==> config.mk <==
export PLATFORM = sky130hd
export DESIGN_NAME = vertex_transform_seq
export DESIGN_NICKNAME = d
export VERILOG_FILES = /design/src/rtl/vertex_transform_seq.sv
export SDC_FILE = /design/constraint.sdc
export NUM_CORES = 2
export LEC_CHECK = 0
export CORE_MARGIN = 5
export CORE_UTILIZATION = 55
export DETAILED_ROUTE_END_ITERATION = 16
export GPL_ROUTABILITY_DRIVEN = 0
export PLACE_DENSITY = 0.78
export SETUP_SLACK_MARGIN = 0.05
export SLEW_MARGIN = 25
export SYNTH_ARGS = -nofsm -noshare
export SYNTH_HDL_FRONTEND = slang
export SYNTH_HIERARCHICAL = 1
export SYNTH_SLANG_ARGS = --single-unit
==> constraint.sdc <==
create_clock -name clk -period 7.58 [get_ports clk]
set_input_delay 1.895 -clock clk [delete_from_list [all_inputs] [get_ports clk]]
set_output_delay 1.895 -clock clk [all_outputs]
set_load 0.01 [all_outputs]
==> src/rtl/vertex_transform_seq.sv <==
// vertex_transform_seq: walks a vertex list, applies v = u*A + t to each vertex
// through one shared 2x2 row-vector x matrix multiplier, and streams the results
// out on a valid/ready port.
//
// Output handshake: out_valid rises with a result and then stays high, with
// out_x/out_y/out_idx/out_last frozen, until the cycle where out_ready is also
// high. A transfer happens on any rising edge where out_valid & out_ready.

`ifndef FLOAT_BITS
`define FLOAT_BITS 16
`endif
`ifndef FLOAT_DCM_BITS
`define FLOAT_DCM_BITS 8
`endif

// Row vector (u1,u2) times a 2x2 matrix plus translation, wrapped to W bits.
module vt_vecmat2 #(
  parameter int W = 16,
  parameter int D = 8
) (
  input  logic signed [W-1:0] u1_i,
  input  logic signed [W-1:0] u2_i,
  input  logic signed [W-1:0] a11_i,
  input  logic signed [W-1:0] a12_i,
  input  logic signed [W-1:0] a21_i,
  input  logic signed [W-1:0] a22_i,
  input  logic signed [W-1:0] tx_i,
  input  logic signed [W-1:0] ty_i,
  output logic signed [W-1:0] v1_o,
  output logic signed [W-1:0] v2_o
);
  localparam int PW = 2 * W;

  logic signed [PW-1:0] u1_x, u2_x;
  logic signed [PW-1:0] p11, p12, p21, p22;

  assign u1_x = PW'(u1_i);
  assign u2_x = PW'(u2_i);
  assign p11  = u1_x * PW'(a11_i);
  assign p12  = u1_x * PW'(a12_i);
  assign p21  = u2_x * PW'(a21_i);
  assign p22  = u2_x * PW'(a22_i);

  // Each product is rescaled on its own before summing; the sum simply wraps.
  assign v1_o = W'((p11 >>> D) + (p21 >>> D) + PW'(tx_i));
  assign v2_o = W'((p12 >>> D) + (p22 >>> D) + PW'(ty_i));
endmodule

module vertex_transform_seq #(
  parameter int MAX_VERTS = 8,
  parameter int ADDR_BITS = 3
) (
  input  logic                           clk,
  input  logic                           rst_n,
  input  logic                           start,
  input  logic [ADDR_BITS:0]             vert_count,
  input  logic signed [`FLOAT_BITS-1:0]  a11,
  input  logic signed [`FLOAT_BITS-1:0]  a12,
  input  logic signed [`FLOAT_BITS-1:0]  a21,
  input  logic signed [`FLOAT_BITS-1:0]  a22,
  input  logic signed [`FLOAT_BITS-1:0]  tx,
  input  logic signed [`FLOAT_BITS-1:0]  ty,
  output logic                           busy,
  output logic                           done,
  output logic                           rd_en,
  output logic [ADDR_BITS-1:0]           rd_addr,
  input  logic signed [`FLOAT_BITS-1:0]  rd_x,
  input  logic signed [`FLOAT_BITS-1:0]  rd_y,
  output logic                           out_valid,
  input  logic                           out_ready,
  output logic signed [`FLOAT_BITS-1:0]  out_x,
  output logic signed [`FLOAT_BITS-1:0]  out_y,
  output logic [ADDR_BITS-1:0]           out_idx,
  output logic                           out_last,
  output logic [2:0]                     dbg_state_o
);
  localparam int W  = `FLOAT_BITS;
  localparam int D  = `FLOAT_DCM_BITS;
  localparam int CW = ADDR_BITS + 1;

  typedef enum logic [2:0] {
    S_IDLE  = 3'd0,
    S_READ  = 3'd1,
    S_LATCH = 3'd2,
    S_CALC  = 3'd3,
    S_EMIT  = 3'd4
  } state_t;

  state_t               state_q;
  logic signed [W-1:0]  a11_q, a12_q, a21_q, a22_q, tx_q, ty_q;
  logic signed [W-1:0]  u1_q, u2_q;
  logic signed [W-1:0]  out_x_q, out_y_q;
  logic [CW-1:0]        n_q;
  logic [CW-1:0]        n_d;
  logic [ADDR_BITS-1:0] idx_q, out_idx_q;
  logic                 out_last_q, out_valid_q;
  logic                 busy_q, done_q, rd_en_q;
  logic                 is_last;
  logic signed [W-1:0]  mul_x, mul_y;

  // Requested count clamped to the job capacity.
  assign n_d = (vert_count > CW'(MAX_VERTS)) ? CW'(MAX_VERTS) : vert_count;

  // idx is the final vertex when idx + 1 reaches n (never wraps: idx < MAX_VERTS).
  assign is_last = (({1'b0, idx_q} + CW'(1)) == n_q);

  vt_vecmat2 #(.W(W), .D(D)) u_vecmat (
    .u1_i  (u1_q),
    .u2_i  (u2_q),
    .a11_i (a11_q),
    .a12_i (a12_q),
    .a21_i (a21_q),
    .a22_i (a22_q),
    .tx_i  (tx_q),
    .ty_i  (ty_q),
    .v1_o  (mul_x),
    .v2_o  (mul_y)
  );

  // Sequencer FSM: all outputs are registered alongside the state.
  always_ff @(posedge clk or negedge rst_n) begin
    if (!rst_n) begin
      state_q     <= S_IDLE;
      a11_q       <= '0;
      a12_q       <= '0;
      a21_q       <= '0;
      a22_q       <= '0;
      tx_q        <= '0;
      ty_q        <= '0;
      n_q         <= '0;
      idx_q       <= '0;
      u1_q        <= '0;
      u2_q        <= '0;
      out_x_q     <= '0;
      out_y_q     <= '0;
      out_idx_q   <= '0;
      out_last_q  <= 1'b0;
      out_valid_q <= 1'b0;
      busy_q      <= 1'b0;
      done_q      <= 1'b0;
      rd_en_q     <= 1'b0;
    end else begin
      done_q <= 1'b0;
      case (state_q)
        S_IDLE: begin
          if (start) begin
            a11_q <= a11;
            a12_q <= a12;
            a21_q <= a21;
            a22_q <= a22;
            tx_q  <= tx;
            ty_q  <= ty;
            n_q   <= n_d;
            idx_q <= '0;
            if (n_d == '0) begin
              // Empty job completes immediately without leaving IDLE.
              done_q <= 1'b1;
            end else begin
              state_q <= S_READ;
              busy_q  <= 1'b1;
              rd_en_q <= 1'b1;
            end
          end
        end
        S_READ: begin
          rd_en_q <= 1'b0;
          state_q <= S_LATCH;
        end
        S_LATCH: begin
          u1_q    <= rd_x;
          u2_q    <= rd_y;
          state_q <= S_CALC;
        end
        S_CALC: begin
          out_x_q     <= mul_x;
          out_y_q     <= mul_y;
          out_idx_q   <= idx_q;
          out_last_q  <= is_last;
          out_valid_q <= 1'b1;
          state_q     <= S_EMIT;
        end
        S_EMIT: begin
          if (out_ready) begin
            out_valid_q <= 1'b0;
            if (is_last) begin
              state_q <= S_IDLE;
              busy_q  <= 1'b0;
              done_q  <= 1'b1;
            end else begin
              idx_q   <= idx_q + ADDR_BITS'(1);
              state_q <= S_READ;
              rd_en_q <= 1'b1;
            end
          end
        end
        default: begin
          state_q     <= S_IDLE;
          busy_q      <= 1'b0;
          rd_en_q     <= 1'b0;
          out_valid_q <= 1'b0;
        end
      endcase
    end
  end

  assign busy        = busy_q;
  assign done        = done_q;
  assign rd_en       = rd_en_q;
  assign rd_addr     = idx_q;
  assign out_valid   = out_valid_q;
  assign out_x       = out_x_q;
  assign out_y       = out_y_q;
  assign out_idx     = out_idx_q;
  assign out_last    = out_last_q;
  assign dbg_state_o = state_q;
endmodule
==> flow_summary.html <==
<table>
<tr><th>Metric</th><th>Value</th></tr>
<tr><th colspan="2">Die</th></tr>
<tr><td>Placeable Area</td><td>69800 um^2</td></tr>
<tr><td>Chip Height</td><td>275 um</td></tr>
<tr><td>Horizontal die dimension</td><td>275 um</td></tr>
<tr><td>Top-level port count</td><td>182</td></tr>
<tr><td>Die area</td><td>75400 um^2</td></tr>
<tr><td>Row count</td><td>97</td></tr>
<tr><td>Initial Utilization</td><td>0.552</td></tr>
<tr><th colspan="2">Run</th></tr>
<tr><td>Maxcap violations</td><td>0</td></tr>
<tr><th colspan="2">Synthesis</th></tr>
<tr><td>Mapped Cells</td><td>4089</td></tr>
<tr><td>Distinct cell type count of the synthesized netlist</td><td>72</td></tr>
<tr><td>Number of storage elements in the synthesis netlist</td><td>178</td></tr>
<tr><td>Most common flop cell mapped by yosys</td><td>dfrtp_1</td></tr>
<tr><td>Number of enable flip-flop cells after synthesis</td><td>0</td></tr>
<tr><td>Fraction of post-synthesis cell area in the top cell type by area</td><td>0.403</td></tr>
<tr><td>Share of synthesized area occupied by flip-flops and latches</td><td>0.116</td></tr>
<tr><td>Most numerous cell in the Yosys netlist</td><td>inv_1</td></tr>
<tr><td>Synthesized area per cell</td><td>9.42 um^2</td></tr>
<tr><td>Most area-consuming cells after synthesis</td><td>fa_1, dfrtp_1, inv_1</td></tr>
<tr><td>Commonest cells in the synthesized netlist</td><td>inv_1, fa_1, nand2_1</td></tr>
<tr><td>Fraction of registers with async set or reset after synthesis</td><td>1.00</td></tr>
<tr><td>Area of the mapped netlist</td><td>38500 um^2</td></tr>
<tr><td>Largest area contributor in the netlist</td><td>fa_1</td></tr>
<tr><td>Yosys warns</td><td>6</td></tr>
<tr><td>Synthesized net count</td><td>5310</td></tr>
<tr><th colspan="2">STA</th></tr>
<tr><td>Final Critical Period</td><td>7.97 ns</td></tr>
<tr><td>Max-slew violation total from the final report</td><td>0</td></tr>
<tr><td>Final Worst Setup Slack</td><td>-0.389 ns</td></tr>
<tr><td>Unrepaired setup endpoints after global routing</td><td>yes</td></tr>
<tr><td>Slew @ Worst Pin</td><td>0.922 ns</td></tr>
<tr><td>Crit share post-route</td><td>1.05</td></tr>
<tr><td>Timing-limited maximum frequency</td><td>125 MHz</td></tr>
<tr><td>Layout Skew</td><td>0.0262 ns</td></tr>
<tr><td>Setup-violating endpoint count in the final report</td><td>4</td></tr>
<tr><td>Hold Fails Final Rpt</td><td>0</td></tr>
<tr><td>Slew margin rel.</td><td>0.385</td></tr>
<tr><th colspan="2">Worst setup path</th></tr>
<tr><td>Category of the worst setup path capture point</td><td>flop</td></tr>
<tr><td>Crit path top cell by count</td><td>fa_1</td></tr>
<tr><td>WS Path Type</td><td>reg2reg</td></tr>
<tr><td>Stage delay of the slowest cell on the critical path</td><td>0.55 ns</td></tr>
<tr><td>Critical Path RT</td><td>7.98 ns</td></tr>
<tr><td>Critical path launch point type</td><td>flop</td></tr>
<tr><td>Slowest stage cell on the critical path</td><td>fa_1</td></tr>
<tr><td>Peak fanout along the critical path</td><td>8</td></tr>
<tr><td>CP Data Arrival Time</td><td>8.37 ns</td></tr>
<tr><th colspan="2">Status</th></tr>
<tr><td>Result of the run</td><td>finished, violations left</td></tr>
<tr><td>Violated checks</td><td>setup timing</td></tr>
<tr><th colspan="2">Route</th></tr>
<tr><td>Wl on met1</td><td>40.7 mm</td></tr>
<tr><td>Met2 wire length</td><td>52.2 mm</td></tr>
<tr><td>Total via count in the routed design</td><td>29100</td></tr>
<tr><td>Final routed wire length divided by cell count</td><td>18.7 um</td></tr>
<tr><td>Drt first pass iters</td><td>8</td></tr>
<tr><td>Post-route antenna net violation count</td><td>0</td></tr>
<tr><td>Total DRC errors in the routed layout</td><td>0</td></tr>
<tr><td>Final WL</td><td>104 mm</td></tr>
<tr><td>Number of DRC violations after detailed-routing iteration 0</td><td>1915</td></tr>
<tr><td>Top Metal Used</td><td>met4</td></tr>
<tr><td>Via-per-instance ratio</td><td>5.24</td></tr>
<tr><td>Routed met3 length</td><td>6.84 mm</td></tr>
<tr><th colspan="2">Finish</th></tr>
<tr><td>Area of all sequential standard cells</td><td>4500 um^2</td></tr>
<tr><td>Area grow syn2layout</td><td>20.6%</td></tr>
<tr><td>Fill cell total of the finished layout</td><td>5165</td></tr>
<tr><td>Fraction of layout cells with a size suffix above 1</td><td>0.195</td></tr>
<tr><td>Fin nets</td><td>5824</td></tr>
<tr><td>Multi-input logic area</td><td>30300 um^2</td></tr>
<tr><th colspan="2">Clocking</th></tr>
<tr><td>Hold-fix buffers, CTS</td><td>0</td></tr>
<tr><td>Number of clock sinks</td><td>178</td></tr>
<tr><td>Clock Root Buffer</td><td>clkbuf_16</td></tr>
<tr><td>CTS HTree Levels</td><td>4</td></tr>
<tr><td>Worst-skew pair later-pin latency</td><td>0.52 ns</td></tr>
<tr><td>Clock tree from TritonCTS</td><td>done</td></tr>
<tr><td>Total clock buffers created by CTS</td><td>17</td></tr>
<tr><td>Number of buffers on the longest clock path</td><td>2</td></tr>
<tr><td>Post-CTS clock slew at the launch and capture registers of the worst setup and hold paths</td><td>0.08 ns</td></tr>
<tr><th colspan="2">GRT</th></tr>
<tr><td>Largest net degree at the start of global routing</td><td>143</td></tr>
<tr><td>Leftover overflow at the end of global routing</td><td>0</td></tr>
<tr><td>Number of antenna violations at the first check in global routing</td><td>3</td></tr>
<tr><td>Wire length of the first global-routing pass</td><td>165 mm</td></tr>
<tr><td>Number of global-route vias before repair</td><td>31600</td></tr>
<tr><td>Overall track demand over capacity in global routing</td><td>0.279</td></tr>
<tr><th colspan="2">Placement</th></tr>
<tr><td>Worst slack at placement</td><td>-0.468 ns</td></tr>
<tr><td>Count of buffers from port buffering</td><td>181</td></tr>
<tr><td>Hpwl dp</td><td>83.6 mm</td></tr>
<tr><th colspan="2">Hold path</th></tr>
<tr><td>Hold Crit Class</td><td>reg2reg</td></tr>
</table>
routing by layer:
metal  vias up  global-route usage
li1      13000                   -
met1     14700               0.359
met2      1186               0.480
met3       262              0.0446
met4         0               0.106
met5         -                   0
metrics by stage:
step           utilization  instances  TNS [ns]  instance area, um^2  hold slack (ns)
2_1_floorplan            -       4089         0                38800            0.479
3_3_place_gp         0.638       5467    -0.962                44500            0.488
3_5_place_dp         0.638       5467     -2.19                44500            0.492
4_1_cts              0.656       5534    -0.617                45800            0.509
5_1_grt              0.666       5556     -2.71                46400            0.516
6_report             0.666       5558    -0.971                46500            0.506
worst max-delay path, delay by kind of cell (launching register included):
kind	cells	cell delay [ns]
buffers and inverters	5	0.56
DFF	1	0.50
muxes	1	0.26
xor gates and xnor gates	3	0.54
AOI/OAI and AO/OA	7	1.68
adders and majority gates	9	4.08
and+or+nand+nor	2	0.22
kinds of logic after synthesis:
kind of cell	Yosys count	synth area share
multiplexers	165	0.0482
XOR/XNOR	175	0.0409
AO/OA/AOI/OAI	161	0.0289
AND/OR/NAND/NOR	1081	0.140
adder cells (fa/ha/maj)	1085	0.504
flip-flops	178	0.116
buffers and inverters	1244	0.123
what timing repair did:
action                     CTS  global route
gates resized for setup    109           120
setup endpoints to repair   12            17
pin swaps                   83           115
gates cloned                 1             0
buffers inserted            36            25
worst paths after layout:
kind | slack, ns | to | cells after the start | from
max | -0.39 | out_y[15]$_DFFE_PN0P_ | 27 | u2_q[3]$_DFFE_PN0P_
max in group asynchronous | 5.00 | a21_q[4]$_DFFE_PN0P_ | 2 | rst_n
min reg2reg | 0.51 | out_y[1]$_DFFE_PN0P_ | 1 | out_y[1]$_DFFE_PN0P_
min | 0.51 | out_y[1]$_DFFE_PN0P_ | 1 | out_y[1]$_DFFE_PN0P_
min in group asynchronous | 1.31 | a12_q[0]$_DFFE_PN0P_ | 1 | rst_n
max reg2reg | -0.39 | out_y[15]$_DFFE_PN0P_ | 27 | u2_q[3]$_DFFE_PN0P_
registers in the layout, summed over array words and instances (netlist names), 3 cells and up:
signal / flops
n_q: 4
out_x: 16
a11_q: 16
a12_q: 16
u1_q: 16
dbg_state_o: 3
a21_q: 16
a22_q: 16
u2_q: 16
rd_addr: 3
tx_q: 16
out_idx: 3
out_y: 16
ty_q: 16
layout by cell type (no fill, tap or decap), drive strengths merged, types with 3 or more instances in the layout:
| master | netlist | routed |
|---|---|---|
| clkinv | 0 | 4 |
| nor2 | 60 | 60 |
| nor3 | 27 | 27 |
| and4 | 4 | 4 |
| a2111oi | 3 | 3 |
| mux2 | 165 | 165 |
| a21o | 16 | 16 |
| o41a | 3 | 3 |
| nand2 | 485 | 485 |
| and3 | 7 | 7 |
| a211o | 3 | 3 |
| diode | 0 | 3 |
| o21ai | 25 | 25 |
| buf | 23 | 486 |
| or3 | 5 | 5 |
| o21bai | 7 | 7 |
| o211ai | 7 | 7 |
| and2 | 412 | 412 |
| clkbuf | 149 | 18 |
| xor2 | 42 | 42 |
| ha | 309 | 309 |
| o21a | 14 | 14 |
| dfrtp | 178 | 178 |
| a31oi | 11 | 11 |
| fa | 776 | 776 |
| a21boi | 3 | 3 |
| xnor2 | 130 | 130 |
| a21oi | 45 | 45 |
| clkdlybuf4s50 | 0 | 180 |
| nand2b | 22 | 22 |
| nand4 | 12 | 12 |
| or2 | 8 | 8 |
| nor2b | 10 | 10 |
| inv | 1072 | 1080 |
| nand3b | 6 | 6 |
| nand3 | 15 | 15 |
layout make-up:
cell class              count  area share
multi-input cells        2667       0.652
diodes                      3    0.000162
clock buffers              17     0.00916
well taps                 940      0.0253
inverters                1072      0.0866
repair buffers            667       0.126
flip-flops and latches    178      0.0969
clock inverters            14     0.00315
Power is left out: the tool's default activity adds up to more than one toggle a clock period on the data nets, which glitch-free logic cannot reach.
